[src/rtl/usb_txn_if.sv]
// Packet and request bundle between the host transaction sequencer
// and its requester / USB datapath.
interface usb_txn_if;
  logic         req_valid;
  logic         req_ready;
  logic         req_dir;
  logic [6:0]   req_addr;
  logic [3:0]   req_endp;
  logic [63:0]  req_data;
  logic         done;
  logic [1:0]   status;
  logic [63:0]  rsp_data;
  logic [98:0]  pkt_in;
  logic         pkt_in_avail;
  logic         encoder_ready;
  logic         re;
  logic [98:0]  pkt_out;
  logic         pkt_out_avail;
  logic         data_good;
  logic         decoder_ready;

  modport slave (
    input  req_valid, req_dir, req_addr,
    input  req_endp, req_data,
    output req_ready, done, status, rsp_data,
    output pkt_in, pkt_in_avail, re,
    input  encoder_ready, pkt_out,
    input  pkt_out_avail, data_good,
    input  decoder_ready
  );

  modport master (
    output req_valid, req_dir, req_addr,
    output req_endp, req_data,
    input  req_ready, done, status, rsp_data,
    input  pkt_in, pkt_in_avail, re,
    output encoder_ready, pkt_out,
    output pkt_out_avail, data_good,
    output decoder_ready
  );
endinterface

[src/rtl/usb_txn_ctrl.sv]
// Host-side USB transaction sequencer: token/data/handshake sequencing,
// retries on timeout/NAK/CRC, and per-endpoint DATA0/DATA1 toggles.
module usb_txn_ctrl #(
  parameter int TIMEOUT   = 255,
  parameter int MAX_RETRY = 3
) (
  input logic      clk,
  input logic      rst_b,
  usb_txn_if.slave bus
);

  localparam int TW = $clog2(TIMEOUT + 1);
  localparam int RW = (MAX_RETRY < 1) ? 1
                    : $clog2(MAX_RETRY + 1);
  localparam logic [TW-1:0] TMAX = TW'(TIMEOUT);
  localparam logic [RW-1:0] RMAX = RW'(MAX_RETRY);

  localparam logic [7:0] PID_OUT   = 8'hE1;
  localparam logic [7:0] PID_IN    = 8'h69;
  localparam logic [7:0] PID_DATA0 = 8'hC3;
  localparam logic [7:0] PID_DATA1 = 8'h4B;
  localparam logic [7:0] PID_ACK   = 8'hD2;
  localparam logic [7:0] PID_NAK   = 8'h5A;

  localparam logic [1:0] ST_OK  = 2'b00;
  localparam logic [1:0] ST_TO  = 2'b01;
  localparam logic [1:0] ST_NAK = 2'b10;
  localparam logic [1:0] ST_CRC = 2'b11;

  typedef enum logic [3:0] {
    S_IDLE, S_TOKEN, S_DATA_TX,
    S_WAIT_HS, S_WAIT_DATA,
    S_SEND_ACK, S_SEND_ACK_RETRY,
    S_RETRY, S_DONE
  } state_e;

  typedef enum logic [1:0] {
    SND_REQ, SND_LO, SND_HI
  } snd_e;

  function automatic logic [98:0] tok_pkt(
    input logic       in_dir,
    input logic [6:0] a,
    input logic [3:0] e
  );
    return {in_dir ? PID_IN : PID_OUT,
            a, e, 80'd0};
  endfunction

  function automatic logic [98:0] dat_pkt(
    input logic [7:0]  pid,
    input logic [63:0] d
  );
    return {pid, d, 27'd0};
  endfunction

  function automatic logic [98:0] hs_pkt(
    input logic [7:0] pid
  );
    return {pid, 91'd0};
  endfunction

  state_e        state_q, state_d;
  snd_e          snd_q, snd_d;
  logic          dir_q, dir_d;
  logic [6:0]    addr_q, addr_d;
  logic [3:0]    endp_q, endp_d;
  logic [63:0]   data_q, data_d;
  logic [15:0]   tog_q, tog_d;
  logic [RW-1:0] retry_q, retry_d;
  logic [TW-1:0] timer_q, timer_d;
  logic [1:0]    cause_q, cause_d;
  logic [1:0]    status_q, status_d;
  logic [63:0]   rsp_q, rsp_d;
  logic [98:0]   pkt_q, pkt_d;
  logic          avail_q, avail_d;
  logic          re_q, re_d;
  logic          done_q, done_d;
  logic          ready_q, ready_d;

  logic          send_done;
  logic [7:0]    rx_pid;
  logic [7:0]    exp_pid;
  logic [7:0]    oth_pid;

  assign rx_pid  = bus.pkt_out[98:91];
  assign exp_pid = tog_q[endp_q] ? PID_DATA1
                                 : PID_DATA0;
  assign oth_pid = tog_q[endp_q] ? PID_DATA0
                                 : PID_DATA1;

  always_comb begin
    state_d   = state_q;
    snd_d     = snd_q;
    dir_d     = dir_q;
    addr_d    = addr_q;
    endp_d    = endp_q;
    data_d    = data_q;
    tog_d     = tog_q;
    retry_d   = retry_q;
    timer_d   = timer_q;
    cause_d   = cause_q;
    status_d  = status_q;
    rsp_d     = rsp_q;
    pkt_d     = pkt_q;
    avail_d   = avail_q;
    ready_d   = ready_q;
    send_done = 1'b0;

    // accept, then wait for the encoder to go busy and idle again
    if (state_q inside {S_TOKEN, S_DATA_TX,
                        S_SEND_ACK,
                        S_SEND_ACK_RETRY}) begin
      unique case (snd_q)
        SND_REQ:
          if (bus.encoder_ready) begin
            avail_d = 1'b0;
            snd_d   = SND_LO;
          end
        SND_LO:
          if (!bus.encoder_ready)
            snd_d = SND_HI;
        SND_HI:
          if (bus.encoder_ready) begin
            send_done = 1'b1;
            snd_d     = SND_REQ;
          end
        default: snd_d = SND_REQ;
      endcase
    end

    unique case (state_q)
      S_IDLE:
        if (bus.req_valid) begin
          dir_d   = bus.req_dir;
          addr_d  = bus.req_addr;
          endp_d  = bus.req_endp;
          data_d  = bus.req_data;
          retry_d = '0;
          ready_d = 1'b0;
          pkt_d   = tok_pkt(bus.req_dir,
                            bus.req_addr,
                            bus.req_endp);
          avail_d = 1'b1;
          state_d = S_TOKEN;
        end
      S_TOKEN:
        if (send_done) begin
          if (dir_q) begin
            timer_d = '0;
            state_d = S_WAIT_DATA;
          end else begin
            pkt_d   = dat_pkt(exp_pid, data_q);
            avail_d = 1'b1;
            state_d = S_DATA_TX;
          end
        end
      S_DATA_TX:
        if (send_done) begin
          timer_d = '0;
          state_d = S_WAIT_HS;
        end
      S_WAIT_HS:
        if (bus.pkt_out_avail) begin
          if (bus.data_good &&
              rx_pid == PID_ACK) begin
            tog_d[endp_q] = ~tog_q[endp_q];
            status_d = ST_OK;
            state_d  = S_DONE;
          end else if (bus.data_good &&
                       rx_pid == PID_NAK) begin
            cause_d = ST_NAK;
            state_d = S_RETRY;
          end else begin
            cause_d = ST_CRC;
            state_d = S_RETRY;
          end
        end else if (timer_q == TMAX) begin
          cause_d = ST_TO;
          state_d = S_RETRY;
        end else begin
          timer_d = timer_q + 1'b1;
        end
      S_WAIT_DATA:
        if (bus.pkt_out_avail) begin
          if (!bus.data_good) begin
            cause_d = ST_CRC;
            state_d = S_RETRY;
          end else if (rx_pid == exp_pid) begin
            rsp_d   = bus.pkt_out[90:27];
            tog_d[endp_q] = ~tog_q[endp_q];
            pkt_d   = hs_pkt(PID_ACK);
            avail_d = 1'b1;
            state_d = S_SEND_ACK;
          end else if (rx_pid == oth_pid) begin
            // duplicate: device missed our ACK
            cause_d = ST_CRC;
            pkt_d   = hs_pkt(PID_ACK);
            avail_d = 1'b1;
            state_d = S_SEND_ACK_RETRY;
          end else if (rx_pid == PID_NAK) begin
            cause_d = ST_NAK;
            state_d = S_RETRY;
          end else begin
            cause_d = ST_CRC;
            state_d = S_RETRY;
          end
        end else if (timer_q == TMAX) begin
          cause_d = ST_TO;
          state_d = S_RETRY;
        end else begin
          timer_d = timer_q + 1'b1;
        end
      S_SEND_ACK:
        if (send_done) begin
          status_d = ST_OK;
          state_d  = S_DONE;
        end
      S_SEND_ACK_RETRY:
        if (send_done)
          state_d = S_RETRY;
      S_RETRY:
        if (retry_q == RMAX) begin
          status_d = cause_q;
          state_d  = S_DONE;
        end else begin
          retry_d = retry_q + 1'b1;
          pkt_d   = tok_pkt(dir_q, addr_q,
                            endp_q);
          avail_d = 1'b1;
          state_d = S_TOKEN;
        end
      S_DONE: begin
        ready_d = 1'b1;
        state_d = S_IDLE;
      end
      default: state_d = S_IDLE;
    endcase

    done_d = (state_d == S_DONE);
    re_d   = (state_d == S_WAIT_HS) ||
             (state_d == S_WAIT_DATA);
  end

  always_ff @(posedge clk) begin
    if (rst_b) begin
      state_q  <= S_IDLE;
      snd_q    <= SND_REQ;
      dir_q    <= 1'b0;
      addr_q   <= '0;
      endp_q   <= '0;
      data_q   <= '0;
      tog_q    <= '0;
      retry_q  <= '0;
      timer_q  <= '0;
      cause_q  <= ST_OK;
      status_q <= ST_OK;
      rsp_q    <= '0;
      pkt_q    <= '0;
      avail_q  <= 1'b0;
      re_q     <= 1'b0;
      done_q   <= 1'b0;
      ready_q  <= 1'b1;
    end else begin
      state_q  <= state_d;
      snd_q    <= snd_d;
      dir_q    <= dir_d;
      addr_q   <= addr_d;
      endp_q   <= endp_d;
      data_q   <= data_d;
      tog_q    <= tog_d;
      retry_q  <= retry_d;
      timer_q  <= timer_d;
      cause_q  <= cause_d;
      status_q <= status_d;
      rsp_q    <= rsp_d;
      pkt_q    <= pkt_d;
      avail_q  <= avail_d;
      re_q     <= re_d;
      done_q   <= done_d;
      ready_q  <= ready_d;
    end
  end

  assign bus.req_ready    = ready_q;
  assign bus.done         = done_q;
  assign bus.status       = status_q;
  assign bus.rsp_data     = rsp_q;
  assign bus.pkt_in       = pkt_q;
  assign bus.pkt_in_avail = avail_q;
  assign bus.re           = re_q;

endmodule

[src/flat_wrapper.sv]
// flat-port wrapper written by rule: the top's interface ports become plain ports
module usb_txn_ctrl_flat 
#(
  parameter int TIMEOUT   = 255,
  parameter int MAX_RETRY = 3
)
  (clk, rst_b, bus_req_valid, bus_req_dir, bus_req_addr, bus_req_endp, bus_req_data, bus_req_ready, bus_done, bus_status, bus_rsp_data, bus_pkt_in, bus_pkt_in_avail, bus_re, bus_encoder_ready, bus_pkt_out, bus_pkt_out_avail, bus_data_good, bus_decoder_ready);
  usb_txn_if bus_i ();
  input logic clk;
  input logic rst_b;
  input wire logic [$bits(bus_i.req_valid)-1:0] bus_req_valid;
  input wire logic [$bits(bus_i.req_dir)-1:0] bus_req_dir;
  input wire logic [$bits(bus_i.req_addr)-1:0] bus_req_addr;
  input wire logic [$bits(bus_i.req_endp)-1:0] bus_req_endp;
  input wire logic [$bits(bus_i.req_data)-1:0] bus_req_data;
  output wire logic [$bits(bus_i.req_ready)-1:0] bus_req_ready;
  output wire logic [$bits(bus_i.done)-1:0] bus_done;
  output wire logic [$bits(bus_i.status)-1:0] bus_status;
  output wire logic [$bits(bus_i.rsp_data)-1:0] bus_rsp_data;
  output wire logic [$bits(bus_i.pkt_in)-1:0] bus_pkt_in;
  output wire logic [$bits(bus_i.pkt_in_avail)-1:0] bus_pkt_in_avail;
  output wire logic [$bits(bus_i.re)-1:0] bus_re;
  input wire logic [$bits(bus_i.encoder_ready)-1:0] bus_encoder_ready;
  input wire logic [$bits(bus_i.pkt_out)-1:0] bus_pkt_out;
  input wire logic [$bits(bus_i.pkt_out_avail)-1:0] bus_pkt_out_avail;
  input wire logic [$bits(bus_i.data_good)-1:0] bus_data_good;
  input wire logic [$bits(bus_i.decoder_ready)-1:0] bus_decoder_ready;
  assign bus_i.req_valid = bus_req_valid;
  assign bus_i.req_dir = bus_req_dir;
  assign bus_i.req_addr = bus_req_addr;
  assign bus_i.req_endp = bus_req_endp;
  assign bus_i.req_data = bus_req_data;
  assign bus_req_ready = bus_i.req_ready;
  assign bus_done = bus_i.done;
  assign bus_status = bus_i.status;
  assign bus_rsp_data = bus_i.rsp_data;
  assign bus_pkt_in = bus_i.pkt_in;
  assign bus_pkt_in_avail = bus_i.pkt_in_avail;
  assign bus_re = bus_i.re;
  assign bus_i.encoder_ready = bus_encoder_ready;
  assign bus_i.pkt_out = bus_pkt_out;
  assign bus_i.pkt_out_avail = bus_pkt_out_avail;
  assign bus_i.data_good = bus_data_good;
  assign bus_i.decoder_ready = bus_decoder_ready;
  usb_txn_ctrl #(.TIMEOUT(TIMEOUT), .MAX_RETRY(MAX_RETRY)) u_core (.clk(clk), .rst_b(rst_b), .bus(bus_i));
endmodule
[config.mk]
export PLATFORM = sky130hd
export DESIGN_NAME = usb_txn_ctrl_flat
export DESIGN_NICKNAME = d
export VERILOG_FILES = /design/src/rtl/usb_txn_if.sv /design/src/rtl/usb_txn_ctrl.sv /design/src/flat_wrapper.sv
export SDC_FILE = /design/constraint.sdc
export NUM_CORES = 1
export LEC_CHECK = 0
export BUFFER_PORTS_ARGS = -buffer_cell sky130_fd_sc_hd__buf_2
export CAP_MARGIN = 25
export CORE_ASPECT_RATIO = 2
export CORE_MARGIN = 5
export CORE_UTILIZATION = 55
export DETAILED_ROUTE_END_ITERATION = 10
export GPL_ROUTABILITY_DRIVEN = 0
export GPL_TIMING_DRIVEN = 0
export PLACE_DENSITY = 0.88
export SYNTH_ARGS = -nofsm -noshare
export SYNTH_HDL_FRONTEND = slang
export SYNTH_SLANG_ARGS = --single-unit
[constraint.sdc]
create_clock -name clk -period 6.6 [get_ports clk]
set_clock_uncertainty 0.1 [all_clocks]
set_input_delay 0.33 -clock clk [delete_from_list [all_inputs] [get_ports clk]]
set_output_delay 0.33 -clock clk [all_outputs]
set_load 0.01 [all_outputs]
==> Word-level counts from Yosys, hierarchy flattened <==
Index checks and enable logic that the tools add are counted.
{ "word_totals": {"register_bits": 279, "in_bits": 182, "out_inout_bits": 169, "word_cells": 170} }
{ "classes": {"addsub": 2, "order_cmp": 2, "eq_ne": 40, "n_mux": 84, "bitwise_logic": 1, "reduce_logical": 24} }
{ "op_table": {"columns": ["cell", "n"], "rows": [
  ["two-way mux 99 bit", 8],
  ["case mux 99 bit (4 select lines)", 1],
  ["two-way mux 16 bit", 5],
  ["two-way mux 8 bit", 9],
  ["two-way mux 4 bit", 12],
  ["two-way mux 2 bit", 16],
  ["case mux 16 bit (2 select lines)", 1],
  ["case mux 4 bit (8 select lines)", 1],
  ["case mux 8 bit (3 select lines)", 1],
  ["!= test 2 bit (second input constant)", 11],
  ["equality test 4 x 3 -> 1 bit (second input constant)", 5],
  ["two-way mux 1 bit", 20],
  ["bitwise mux 16 bit", 1],
  ["equality test 8 bit", 2],
  ["equality test 8 bit (second input constant)", 2],
  ["!= test 2 x 1 -> 1 bit (second input constant)", 7],
  ["equality test 4 x 2 -> 1 bit (second input constant)", 3],
  ["case mux 2 bit (3 select lines)", 2],
  ["AND reduction 6 bit", 2],
  ["adder 8 x 1 -> 8 bit (second input constant)", 1],
  ["equality test 4 bit (second input constant)", 2],
  ["equality test 8 x 7 -> 1 bit (second input constant)", 1],
  ["case mux 2 bit (2 select lines)", 2],
  ["AND reduction 4 bit", 2],
  ["other kinds (27)", 36]
]} }

==> Longest topological paths before layout <==
{ "logic_depth": {"depth_word": 11, "mapped_depth": 9, "ltp_nobuf": 6} }

==> Worst setup path after synthesis <==
Ideal clock, no wire load.
{ "synth_path": {"path_type": "reg2reg", "from": "register u_core.endp_q[1]", "to": "register u_core.rsp_q[31] (netlist: u_core.bus.rsp_data[31])", "arrival_ns": 2.189, "required_ns": 6.428, "path_slack_ns": 4.239, "stages_incl_launch_ff": 9, "path_buffers": 3, "synth_period_minus_slack_ns": 2.361, "cell_sequence": "dfxtp_1 > buf_6 > mux4_2 > mux2_4 > mux2i_1 > a21oi_1 > buf_2 > buf_2 > mux2i_1"} }
{ "synth_via": {"elab_chain_cells": 5} }
{ "synth_lines": {"columns": ["element", "line", "source"], "rows": [
  ["start, declared", "usb_txn_ctrl.sv:67", "logic [3:0] endp_q, endp_d;"],
  ["start signal, assigned", "usb_txn_ctrl.sv:269", "endp_q <= endp_d;"],
  ["binary-select mux 1 bit (select 4 bit)", "usb_txn_ctrl.sv:87", "assign exp_pid = tog_q[endp_q] ? PID_DATA1"],
  ["two-way mux 1 bit (not written as such)", "usb_txn_ctrl.sv:87", null],
  ["two-way mux 8 bit", "usb_txn_ctrl.sv:87", null],
  ["equality test 8 bit", "usb_txn_ctrl.sv:189", "end else if (rx_pid == exp_pid) begin"],
  ["AND reduction 4 bit (no source line)", null, null],
  ["end signal, assigned", "usb_txn_ctrl.sv:276", "rsp_q <= rsp_d;"],
  ["end, declared", "usb_txn_ctrl.sv:74", "logic [63:0] rsp_q, rsp_d;"]
]} }
Every way passes these cells. The select of a mux whose other input is x is not followed.
A chain may end at the register's enable or synchronous reset.

==> Worst setup path after layout <==
{ "layout_path": {"from": "register u_core.endp_q[2]", "to": "register u_core.rsp_q[47] (netlist: u_core.bus.rsp_data[47])"} }
The elaborated chain is that of the path after synthesis.

==> results.sh <==
export IMPL_r2r_start="u_core.endp_q[2]"
export IMPL_grt_pass1_wl_um=62300
export IMPL_synth_area_per_cell_sq_um=8.460
export IMPL_fill_cells=1259
export IMPL_required_ns=6.92
export IMPL_ant_nets=0
export IMPL_p_sw_frac=0.2579
export IMPL_timing_reg2reg_setup_slack_ns=3.66
export IMPL_ys_flop_type="dfxtp_1"
export IMPL_yosysMostFrequentCell="nand2_1"
export IMPL_grt_total_usage=0.3426
export IMPL_worstReg2RegEnd="u_core.bus.rsp_data[47]"
export IMPL_finalInstanceArea_sq_mm=0.01447
export IMPL_yosysTopAreaCell="dfxtp_1"
export IMPL_crit_start="u_core.endp_q[2]"
export IMPL_layout_nets=1911
export IMPL_htree_num_levels=1
export IMPL_clkSlewWorstSetupHoldPaths_ns=0.07
export IMPL_violations="negative hold slack"
export IMPL_grt_pass1_vias=12140
export IMPL_yosysWarnings=0
export IMPL_hpwl_um=26520
export IMPL_drcViolationCount=0
export IMPL_maxSlewViolCount=0
export IMPL_die_area_sq_mm=0.02252
export IMPL_yosys_area_top_type_share=0.4695
export IMPL_cts_buffers=21
export IMPL_place_area_sq_mm=0.01259
export IMPL_crit_arrival_ns=3.25
export IMPL_synth_edff_count=0
export IMPL_wl_per_cell_um=20.26
export IMPL_drive_above_1_share=0.2261
export IMPL_fmax_mhz=340.6
export IMPL_synth_cells=1265
export IMPL_fin_crit_sh=0.4448
export IMPL_start_util=0.5551
export IMPL_die_h_um=207.3
export IMPL_grt_setup_unrepaired="no"
export IMPL_static_leakage_power_nw=6.070
export IMPL_outcome="finished, violations left"
export IMPL_ys_seq_area_frac=0.4695
export IMPL_clk_latency_ns=0.50
export IMPL_endpoint="u_core.bus.rsp_data[47]"
export IMPL_vias=11970
export IMPL_ir_worst_vdd_uv=278.9
export IMPL_p_per_area_mw_per_mm2=227.2
export IMPL_detail_route_iter0_violations=1297
export IMPL_ys_ff_latch=251
export IMPL_io_pins=351
export IMPL_cts_sinks=251
export IMPL_p_switching_w=0.0008479
export IMPL_holdWs_ns=-0.0004025
export IMPL_endpoint_kind="register"
export IMPL_synth_area_sq_mm=0.01070
export IMPL_routed_wl_um=40460
export IMPL_grt_max_degree=17
export IMPL_drt_pass1_iter_count=8
export IMPL_async_flop_share=0
export IMPL_rows=72
export IMPL_worstSetupPathType="reg -> reg"
export IMPL_finalPower_w=0.003288
export IMPL_path_max_fanout=10
export IMPL_period_minus_slack_ns=2.936
export IMPL_port_buffer_count=293
export IMPL_clkPwrFrac=0.392
export IMPL_synthTopCellsByArea="dfxtp_1, nand2_1, mux2i_1"
export IMPL_routed_via_density=5.995
export IMPL_cts_buffer_depth=3
export IMPL_combPwrFrac=0.126
export IMPL_finalSetupViolCount=0
export IMPL_antenna_found_initial=0
export IMPL_worst_slew_pin_slew_ns=0.9166
export IMPL_timing_max_cap_violations=0
export IMPL_hp_class="in -> reg"
export IMPL_tns_ns=0
export IMPL_slew_headroom=0.3842
export IMPL_synth_top_cells_by_count="nand2_1, dfxtp_1, a21oi_1, mux2i_1, clkbuf_1"
export IMPL_num_antenna_cells=0
export IMPL_core_sq_mm=0.01928
export IMPL_hold_viol=1
export IMPL_clockRootBuffer="clkbuf_16"
export IMPL_p_int_w=0.002440
export IMPL_dieWidth_um=108.6
export IMPL_startpoint_type="register"
export IMPL_rr_worst_depth=8
export IMPL_synth_cell_types=68
export IMPL_grt_overflow=0
export IMPL_seqPwrFrac=0.482
export IMPL_area_delta_synth_final_pct=35.24
export IMPL_cts_tree="done"
final cells by class:
| type | instances | area, sq um | area share |
|---|---|---|---|
| clock inverters | 6 | 86.33 | 0.005965 |
| clock buffers | 28 | 601.8 | 0.04158 |
| multi-input cells | 891 | 5037 | 0.3481 |
| plain buffers | 141 | 706.9 | 0.04885 |
| flip-flops and latches | 251 | 5025 | 0.3472 |
| inverters | 9 | 33.78 | 0.002334 |
| repair buffers | 412 | 2658 | 0.1836 |
| well taps | 259 | 324.1 | 0.02239 |
stage by stage:
step                      utilization  worst slack, ns  std cells
final                          0.7507            3.664       1997
after global routing           0.7507            3.436       1997
after CTS                      0.7502            3.757       1996
after detailed placement       0.6532            3.786       1844
after global placement         0.6532            3.832       1844
after floorplan                     -            4.239       1292
sequential cells by signal, summed over array words and instances (netlist names), 2 cells and up:
name,count
u_core.tog_q,16
u_core.state_q,4
u_core.data_q,64
u_core.bus.pkt_in,71
u_core.addr_q,7
u_core.snd_q,2
u_core.retry_q,2
u_core.endp_q,4
u_core.bus.status,2
u_core.bus.rsp_data,64
u_core.timer_q,8
u_core.cause_q,2
cell families (layout without fill, tap and decap cells):
logic type	count (synthesis)	after routing	share of synthesized area
AOI/OAI and AO/OA	308	308	0.1682
adders and majority gates	2	2	0.002338
xor gates and xnor gates	3	3	0.002456
other	1	28	0.0003504
buffers and inverters	150	596	0.06921
DFF	251	251	0.4695
muxes	94	94	0.09400
and+or+nand+nor	456	456	0.1939
power groups by stage:
stage	Combinational, W	Clock (W)	Sequential, W
detailed placement	0.000333	0	0.00162
finish	0.000415	0.00129	0.00158
global placement	0.000326	0	0.00161
floorplan	0.000191	0	0.00162
global route	0.000441	0.00135	0.00159
CTS	0.000390	0.00129	0.00158
cell usage in the layout (no fill, tap or decap), types with 15 or more instances in the layout:
master and instances:
nor2_1 16, nand2_1 315, a21oi_1 162, dfxtp_1 251, dlygate4sd3_1 119, buf_4 36, nand4_1 56, o21ai_0 62
clkbuf_16 21, mux2i_1 87, clkbuf_1 86, buf_2 306, a211oi_1 15, conb_1 28
per-layer routing:
metal,share of wire,vias up,track usage
li1,-,5313,-
met1,0.32,5540,0.3436
met2,0.51,861,0.6251
met3,0.092,259,0.07003
met4,0.072,0,0.2105
met5,0,-,0
worst min-delay path by stage:
| stage | cells after the start | endpoint | slack, ns | start |
|---|---|---|---|---|
| CTS | 3 | u_core.addr_q[5] | 0.0002 | bus_req_addr[5] |
| global placement | 2 | u_core.bus.rsp_data[60] | 0.34 | u_core.bus.rsp_data[60] |
| floorplan | 2 | u_core.tog_q[3] | 0.33 | u_core.tog_q[3] |
| detailed placement | 2 | u_core.bus.rsp_data[50] | 0.34 | u_core.bus.rsp_data[50] |
| finish | 3 | u_core.data_q[54] | -0.0004 | bus_req_data[54] |
| global route | 3 | u_core.data_q[54] | 0.008 | bus_req_data[54] |
critical path, cell delays in order, from the launching register on:
cell	delay [ns]
dfxtp_1	0.36
clkbuf_1	0.40
mux4_2	0.39
mux2_4	0.33
mux2i_1	0.13
a21oi_1	0.17
buf_2	0.29
buf_2	0.40
mux2i_1	0.28
timing repair:
action,CTS,global route
endpoints found under the hold margin,118,1
setup buffers,0,0
resized for setup,0,0
hold buffers,118,1
endpoints found under the setup margin,0,0
No activity file was read; power rests on OpenSTA's default activity.
